===== src/rtl/minirisc_core.sv =====
// Multi-cycle accumulator core: IDLE -> EXEC -> DONE per instruction.
// Optional multiplier (opcode C) enabled by the MINIRISC_MUL_EN macro.
//
// Ports:
//   clk, rst          clock, synchronous active-high reset
//   instr_valid/ready handshake (ready only in IDLE)
//   opcode, reg_sel, imm  instruction fields, latched on accept
//   acc, flag_z, flag_c   architectural state (registered)
//   done, err         one-cycle pulses during DONE
//   state             FSM state code
module minirisc_core #(
  parameter int DATA_W = 8,
  parameter int NREG   = 4,
  localparam int RW    = (NREG > 1) ? $clog2(NREG) : 1
) (
  input  logic              clk,
  input  logic              rst,
  input  logic              instr_valid,
  output logic              instr_ready,
  input  logic [3:0]        opcode,
  input  logic [RW-1:0]     reg_sel,
  input  logic [DATA_W-1:0] imm,
  output logic [DATA_W-1:0] acc,
  output logic              flag_z,
  output logic              flag_c,
  output logic              done,
  output logic              err,
  output logic [1:0]        state
);

  typedef enum logic [1:0] {
    S_IDLE = 2'd0,
    S_EXEC = 2'd1,
    S_DONE = 2'd2
  } state_t;

  localparam logic [3:0] OP_NOP  = 4'h0;
  localparam logic [3:0] OP_LDI  = 4'h1;
  localparam logic [3:0] OP_ADDI = 4'h2;
  localparam logic [3:0] OP_SUBI = 4'h3;
  localparam logic [3:0] OP_STR  = 4'h4;
  localparam logic [3:0] OP_LDR  = 4'h5;
  localparam logic [3:0] OP_ADDR = 4'h6;
  localparam logic [3:0] OP_INC  = 4'h7;
  localparam logic [3:0] OP_DEC  = 4'h8;
  localparam logic [3:0] OP_ANDI = 4'h9;
  localparam logic [3:0] OP_ORI  = 4'hA;
  localparam logic [3:0] OP_XORI = 4'hB;
`ifdef MINIRISC_MUL_EN
  localparam logic [3:0] OP_MULI = 4'hC;
`endif

  state_t              state_q;
  logic [3:0]          op_q;
  logic [RW-1:0]       sel_q;
  logic [DATA_W-1:0]   imm_q;
  logic [DATA_W-1:0]   acc_q;
  logic                z_q;
  logic                c_q;
  logic                done_q;
  logic                err_q;
  logic [DATA_W-1:0]   regs_q [NREG];

  logic [DATA_W-1:0]   res_d;
  logic                c_d;
  logic [DATA_W:0]     sum;
  logic                wr_acc;
  logic                wr_c;
  logic                wr_reg;
  logic                ill;
`ifdef MINIRISC_MUL_EN
  logic [2*DATA_W-1:0] prod;
`endif

  assign instr_ready = (state_q == S_IDLE);
  assign acc         = acc_q;
  assign flag_z      = z_q;
  assign flag_c      = c_q;
  assign done        = done_q;
  assign err         = err_q;
  assign state       = state_q;

  // Result of the latched instruction, consumed at the EXEC edge.
  always_comb begin
    res_d  = acc_q;
    c_d    = c_q;
    sum    = '0;
    wr_acc = 1'b0;
    wr_c   = 1'b0;
    wr_reg = 1'b0;
    ill    = 1'b0;
`ifdef MINIRISC_MUL_EN
    prod   = '0;
`endif
    case (op_q)
      OP_NOP: ;
      OP_LDI: begin
        res_d  = imm_q;
        wr_acc = 1'b1;
      end
      OP_ADDI: begin
        sum    = {1'b0, acc_q} + {1'b0, imm_q};
        res_d  = sum[DATA_W-1:0];
        c_d    = sum[DATA_W];
        wr_acc = 1'b1;
        wr_c   = 1'b1;
      end
      OP_SUBI: begin
        // top bit of the widened difference is the borrow
        sum    = {1'b0, acc_q} - {1'b0, imm_q};
        res_d  = sum[DATA_W-1:0];
        c_d    = sum[DATA_W];
        wr_acc = 1'b1;
        wr_c   = 1'b1;
      end
      OP_STR: wr_reg = 1'b1;
      OP_LDR: begin
        res_d  = regs_q[sel_q];
        wr_acc = 1'b1;
      end
      OP_ADDR: begin
        sum    = {1'b0, acc_q} + {1'b0, regs_q[sel_q]};
        res_d  = sum[DATA_W-1:0];
        c_d    = sum[DATA_W];
        wr_acc = 1'b1;
        wr_c   = 1'b1;
      end
      OP_INC: begin
        sum    = {1'b0, acc_q} + (DATA_W+1)'(1);
        res_d  = sum[DATA_W-1:0];
        c_d    = sum[DATA_W];
        wr_acc = 1'b1;
        wr_c   = 1'b1;
      end
      OP_DEC: begin
        sum    = {1'b0, acc_q} - (DATA_W+1)'(1);
        res_d  = sum[DATA_W-1:0];
        c_d    = sum[DATA_W];
        wr_acc = 1'b1;
        wr_c   = 1'b1;
      end
      OP_ANDI: begin
        res_d  = acc_q & imm_q;
        wr_acc = 1'b1;
      end
      OP_ORI: begin
        res_d  = acc_q | imm_q;
        wr_acc = 1'b1;
      end
      OP_XORI: begin
        res_d  = acc_q ^ imm_q;
        wr_acc = 1'b1;
      end
`ifdef MINIRISC_MUL_EN
      OP_MULI: begin
        prod   = {{DATA_W{1'b0}}, acc_q}
               * {{DATA_W{1'b0}}, imm_q};
        res_d  = prod[DATA_W-1:0];
        c_d    = |prod[2*DATA_W-1:DATA_W];
        wr_acc = 1'b1;
        wr_c   = 1'b1;
      end
`endif
      default: ill = 1'b1;
    endcase
  end

  always_ff @(posedge clk) begin
    if (rst) begin
      state_q <= S_IDLE;
      op_q    <= OP_NOP;
      sel_q   <= '0;
      imm_q   <= '0;
      acc_q   <= '0;
      z_q     <= 1'b1;
      c_q     <= 1'b0;
      done_q  <= 1'b0;
      err_q   <= 1'b0;
      for (int i = 0; i < NREG; i++)
        regs_q[i] <= '0;
    end else begin
      case (state_q)
        S_IDLE: begin
          done_q <= 1'b0;
          err_q  <= 1'b0;
          if (instr_valid) begin
            op_q    <= opcode;
            sel_q   <= reg_sel;
            imm_q   <= imm;
            state_q <= S_EXEC;
          end
        end
        S_EXEC: begin
          if (wr_acc) begin
            acc_q <= res_d;
            z_q   <= (res_d == '0);
          end
          if (wr_c)
            c_q <= c_d;
          if (wr_reg)
            regs_q[sel_q] <= acc_q;
          done_q  <= 1'b1;
          err_q   <= ill;
          state_q <= S_DONE;
        end
        S_DONE: begin
          done_q  <= 1'b0;
          err_q   <= 1'b0;
          state_q <= S_IDLE;
        end
        default: begin
          done_q  <= 1'b0;
          err_q   <= 1'b0;
          state_q <= S_IDLE;
        end
      endcase
    end
  end

endmodule


===== config.mk =====
export PLATFORM = sky130hd
export DESIGN_NAME = minirisc_core
export DESIGN_NICKNAME = d
export VERILOG_FILES = /design/src/rtl/minirisc_core.sv
export SDC_FILE = /design/constraint.sdc
export NUM_CORES = 1
export LEC_CHECK = 0
export ABC_AREA = 1
export BUFFER_PORTS_ARGS = -buffer_cell sky130_fd_sc_hd__buf_2
export CAP_MARGIN = 10
export CORE_MARGIN = 2
export CORE_UTILIZATION = 30
export CTS_BUF_LIST = sky130_fd_sc_hd__clkbuf_2
export CTS_CLUSTER_SIZE = 40
export DETAILED_ROUTE_END_ITERATION = 7
export PLACE_DENSITY = 0.47
export SLEW_MARGIN = 20
export SYNTH_ARGS = -nofsm -noshare
export SYNTH_HDL_FRONTEND = slang
export SYNTH_SLANG_ARGS = --single-unit

===== constraint.sdc =====
create_clock -name clk -period 2.8 [get_ports clk]
set_input_delay 0.42 -clock clk [delete_from_list [all_inputs] [get_ports clk]]
set_output_delay 0.42 -clock clk [all_outputs]
set_load 0.01 [all_outputs]

==> run metrics, run 1 <==
Syn Nets=746; drt via density=slightly above 5; number of flops mapped to enable cells by yosys=32; Post-synth top cells=nand2_1 (193), nor2_1 (99), nand3_1 (79); top cells by area, synth=edfxtp_1 (21%), nand2_1 (16%), dfxtp_1 (13%); setup TNS=0 ns; vias in the first global route=between 4000 and 5000; P_sw=around 910 µW; pin count of the biggest net entering global routing=29; count of pins over their slew limit=0; hold buffers post-CTS=0; uppermost layer routed=met4; # Max-Cap Violations=0; CTS HTree Levels=3; clk slew on worst S/H paths=0.19 ns; DR iter-0 viols=455; IO Pins=32; CTS tree=yes; maximum fanout along the worst path=4; Post-Place Cell Area=slightly above 0.005 mm²; met2 wire length=roughly 7000 µm; first-pass GRT wire length=24600 µm; post-synthesis sequential area ratio=between 30% and 40%; post-detail-place hpwl=12700 µm; CTS buffer count=9; Main synth FF type=edfxtp_1; Final Hold Fails=0; Clock Sink Count=62; total gr overflow=0; Core ar.=between 0.015 and 0.02 mm²; Die H=roughly 130 µm; most common cell in the synthesized netlist=nand2_1; Internal Pwr Total=approximately 1400 µW; flops & latches, synth=62; CTS root buf=clkbuf_2; Clk network pwr share=between 20% and 30%; area grow syn2layout=12.9%; Yosys Warn Count=0; WS Path Type=reg2reg; cell taking the most area after synthesis=edfxtp_1; Total Nets Final=roughly 800; Synth top area share=a little over 20%; # rows=45; Tot GR Track Use=19.9%; hold crit path type=in2reg; P_leak=0.00249 µW; Avg Inst Size Synth=6.71 µm²; outcome=complete, no violations; async set-reset flop share out of synthesis=0%; CP required=around 3.3 ns; met1 wire length=7720 µm; routability cong.=about 0.96; CP startpoint=acc[0]$_SDFFE_PP0P_; Flop pwr share=approximately 44%; period utilization=92.9%; Remaining DRCs=0; fmax=roughly 380 MHz; met3 WL=a little over 900 µm; Setup Skew=about 0.032 ns; Worst Min Path Start=imm[0]; utilization after layout=between 30% and 40%; final setup fails=0; Pwr Density=~450 mW/mm²; Crit. End Element=register; Sw Ratio=about two fifths; Cell variety after synth=33; Skew-Pair Late Insertion Delay=0.56 ns; fin area=0.00525 mm²; via count=around 4800; nature of the critical path startpoint=register; layout cell share with drive strength beyond 1=roughly 11%; post-synthesis cell area=0.00465 mm²; r2r startpoint=acc[0]$_SDFFE_PP0P_; Initial Utilization=30.7%; Worst Max-Slew Pin Slew=0.749 ns; # port buffers=31; 1st-pass router iterations=5; Period minus WS final=2.60 ns; IR drop worst, VDD=229 µV; full die area=roughly 0.016 mm²; logic gate share of total power=30.8%; Die Wd=~130 µm; antenna viol nets, final=0; initial antenna violation count=1; relative slew slack=approximately 50%; Worst Path Arrival=3.06 ns; final WL=between 15000 and 20000 µm; WL per Instance=between 15 and 20 µm; Mapped Cells=slightly below 700; Max Buffers Root-to-Sink=2
state kept, by name, summed over array words and instances (netlist names), named ones only:
| register | cells |
|---|---|
| state | 2 |
| flag_c | 1 |
| regs_q | 32 |
| sel_q | 2 |
| imm_q | 8 |
| op_q | 4 |
| acc | 8 |
| err | 1 |
| flag_z | 1 |
| done | 1 |
path summary, 6_finish.rpt:
| check | slack (ns) | to | cells after the start |
|---|---|---|---|
| max | 0.20 | flag_c$_SDFFE_PP0P_ | 13 |
| min | 0.13 | imm_q[0]$_SDFFE_PP0P_ | 3 |
| max reg2reg | 0.20 | flag_c$_SDFFE_PP0P_ | 13 |
| min reg2reg | 0.55 | imm_q[0]$_SDFFE_PP0P_ | 2 |
power groups by stage:
| stage | clock network (µW) | registers (µW) | logic, µW |
|---|---|---|---|
| after floorplan | 0 | 1060 | 472 |
| after global placement | 0 | 1060 | 708 |
| after detailed placement | 0 | 1060 | 710 |
| after CTS | 599 | 1040 | 713 |
| after global routing | 636 | 1050 | 807 |
| final | 590 | 1040 | 726 |
area by class of cell:
cell class,instances,area (µm²)
timing repair buffer,54,328
multi-input combinational,535,2700
clock buffer,9,45.0
sequential,62,1570
tap,188,235
fill,1652,9900
antenna,1,2.50
inverter,79,299
clock inverter,7,71.3
repair_timing:
action                                  in CTS  in global routing
resized for setup                            0                  5
endpoints found under the setup margin       0                  4
setup buffers                                0                  1
cell usage in the layout, fill, tap and decap left out, types with 3 or more instances in the layout:
master    instances
a21oi_1          33
and2_1            4
buf_2            31
buf_4            23
clkbuf_2          9
clkinv_1          5
dfxtp_1          29
edfxtp_1         32
fa_1              3
ha_1             34
inv_1            73
nand2_1         193
nand2_2           3
nand3_1          79
nand3b_1          8
nand4_1          16
nor2_1           99
nor2_2            4
nor3_1            4
o21ai_0          39
or2_2             5
per-layer routing:
layer  global-route usage (%)  vias up
met5                        0        -
met4                     7.89        0
met3                     2.45       22
met2                     30.4      168
met1                     28.5     2230
li1                         -     2360
kinds of logic after synthesis:
group	synth area share (%)
DFF	33.6
xor gates and xnor gates	0.377
buffers and inverters	8.30
AOI/OAI and AO/OA	8.78
and+or+nand+nor	38.5
adders and majority gates	10.4
through the flow:
step	cells	total power, µW	worst slack [ns]	hold slack [ns]
6_report	935	2360	0.199	0.132
5_1_grt	935	2490	-0.00243	0.110
4_1_cts	933	2350	0.123	0.103
3_5_place_dp	917	1770	0.153	0.530
3_3_place_gp	917	1770	0.187	0.526
2_1_floorplan	692	1530	0.477	0.479
critical path: stages (launching register included):
cell and delay [ns]:
dfxtp_1 0.48, clkinv_1 0.13, ha_1 0.24, fa_1 0.44
inv_1 0.08, nand2_1 0.08, nand2_1 0.11, nand4_1 0.11
nand2_1 0.11, a21oi_1 0.11, o21ai_0 0.24, nand3_1 0.13
nor2_1 0.18, a21oi_1 0.09
Note: power is estimated with default switching activity, not from simulation.
==> inputs of run 2 (changes only) <==
- CORE_ASPECT_RATIO: default -> 0.8
==> run 2 against run 1 <==
Final area up 0.31%. Via count down 0.48%. Total power down 0.87%. Sequential share of layout area down 0.16 points. Combinational power down 2%. Clock power down 0.7%. First-iteration DRC count up 22%. Maximum frequency up 2.6%. Global-route usage down 0.28 points. Largest cell class unchanged. Core utilization up 0.29 points. Non-clock buffer count up 1. Sequential cell count unchanged.
==> run metrics, run 2 (synthesized netlist as in run 1, its figures left out) <==
layout cell share with drive strength beyond 1=~12%; number of fill cells=1661; setup TNS=0 ns; 1st-pass router iterations=6; most used routing layer=met1; maximum fanout along the worst path=12; post-detail-place hpwl=12100 µm; hold slack=approximately 0.12 ns; nature of the critical path startpoint=register; relative slew slack=roughly two fifths; Tot GR Track Use=between 10% and 20%; Clock Sink Count=62; Multi-input gate area=between 0.002 and 0.003 mm²; CTS tree=yes; Crit. End Element=register; Pwr Density=444 mW/mm²; hold buffers post-CTS=0; WL per Instance=~16 µm; fin cells=957; DR iter-0 viols=556; utilization after layout=34.9%; area grow syn2layout=13.3%; vias in the first global route=between 4000 and 5000; count of pins over their slew limit=0; pin count of the biggest net entering global routing=29; Worst path slowest cell=dfxtp_1; period utilization=between 90 and 100%; via count=around 4800; post_cts resized=0; Remaining DRCs=0; cell repeated most along the worst path=o21ai_0; antenna viol nets, final=0; first-pass GRT wire length=between 20000 and 25000 µm; global routing usage on met3=5.16%; CTS buffer count=9; IR drop worst, VDD=about 200 µV; # Max-Cap Violations=0; post-placement cell count=around 940; drt via density=approximately 5.0; RSZ-0062 raised after global routing=no; fmax=about 400 MHz; IO Pins=32; worst path bufs/invs=1; hold crit path type=in2reg; pre-CTS WS=0.260 ns; Antenna diodes=0; CP delay by family, top=compound AO/OA/AOI/OAI gates; Period minus WS final=2.53 ns; Final Hold Fails=0; initial antenna violation count=0; commonest cells after routing, fill and taps aside=nand2_1 (193), nor2_1 (99), nand3_1 (79); P_leak=0.00249 µW; Top reg by flops=regs_q; total gr overflow=0; Total Nets Final=a little under 800; Largest register FFs=32; CTS root buf=clkbuf_2; CP peak stage delay=0.46 ns; slack of the critical path=about 0.27 ns; WS Path Type=reg2reg; final WL=approximately 16000 µm; Setup Skew=approximately 0.043 ns; # rows=40; Skew-Pair Late Insertion Delay=roughly 0.57 ns; routability cong.=0.931; final setup fails=0; worst path cell trace=buf_4 -> o21ai_0 -> o21ai_0 -> ha_1 -> or2_2 -> a21oi_1 -> nor2_1 -> nand3b_1 -> o21ai_0 -> nand3_1 -> o21bai_1; commonest non-fill, non-tap cell in the layout=nand2_1; grt met2 use=about 28%; Storage cell area=0.00156 mm²; full die area=between 0.015 and 0.02 mm²; Initial Utilization=a little under a third; Die Wd=between 100 and 150 µm; Post-CTS Setup Inserts=0; Worst Path Arrival=~3 ns; Core ar.=between 0.015 and 0.02 mm²; Worst Max-Slew Pin Slew=0.874 ns; Max Buffers Root-to-Sink=2; CTS HTree Levels=3; Die H=approximately 120 µm; outcome=complete, no violations; routing usage on met1=29.1%; CP required=roughly 3.3 ns; # port buffers=31; clk slew on worst S/H paths=0.21 ns
[run 2: worst register-to-register path, cell delays in order (launching register included)]
cell	delay, ns
dfxtp_1	0.46
buf_4	0.22
o21ai_0	0.10
o21ai_0	0.23
ha_1	0.30
or2_2	0.34
a21oi_1	0.15
nor2_1	0.07
nand3b_1	0.16
o21ai_0	0.25
nand3_1	0.11
o21bai_1	0.13
[run 2: per-layer routing]
layer | vias up | share of wire, %
met2 | 159 | 41
li1 | 2356 | -
met1 | 2231 | 50
met4 | 0 | 0.69
met5 | - | 0
met3 | 11 | 8.1
[run 2: per-stage QoR]
step,total power [µW],area (µm²)
finish,2340,5260
global route,2490,5260
CTS,2360,5260
detailed placement,1750,5150
global placement,1750,5150
floorplan,1530,4650
[run 2: final cells by class]
cell class,count,area share [%]
clock buffer,11,1.05
tap,210,4.99
clock inverter,5,0.975
sequential,62,29.7
timing repair buffer,55,6.37
multi-input combinational,535,51.3
inverter,79,5.64
[run 2: path summary, 6_finish.rpt]
kind	startpoint	to	slack [ns]	cells after the start
min	opcode[2]	op_q[2]$_SDFFE_PP0P_	0.12	3
max reg2reg	register	flag_z$_SDFFE_PP1P_	0.27	11
min reg2reg	sel_q[1]$_SDFFE_PP0P_	register	0.54	2
max	register	flag_z$_SDFFE_PP1P_	0.27	11
[run 2: where the power goes]
group          total (µW)  internal [µW]  switching, µW  leakage, µW
combinational         714            237            477      0.00185
sequential           1040           1000           36.0     0.000577
clock                 586            208            378    0.0000720
total                2340           1440            891      0.00249
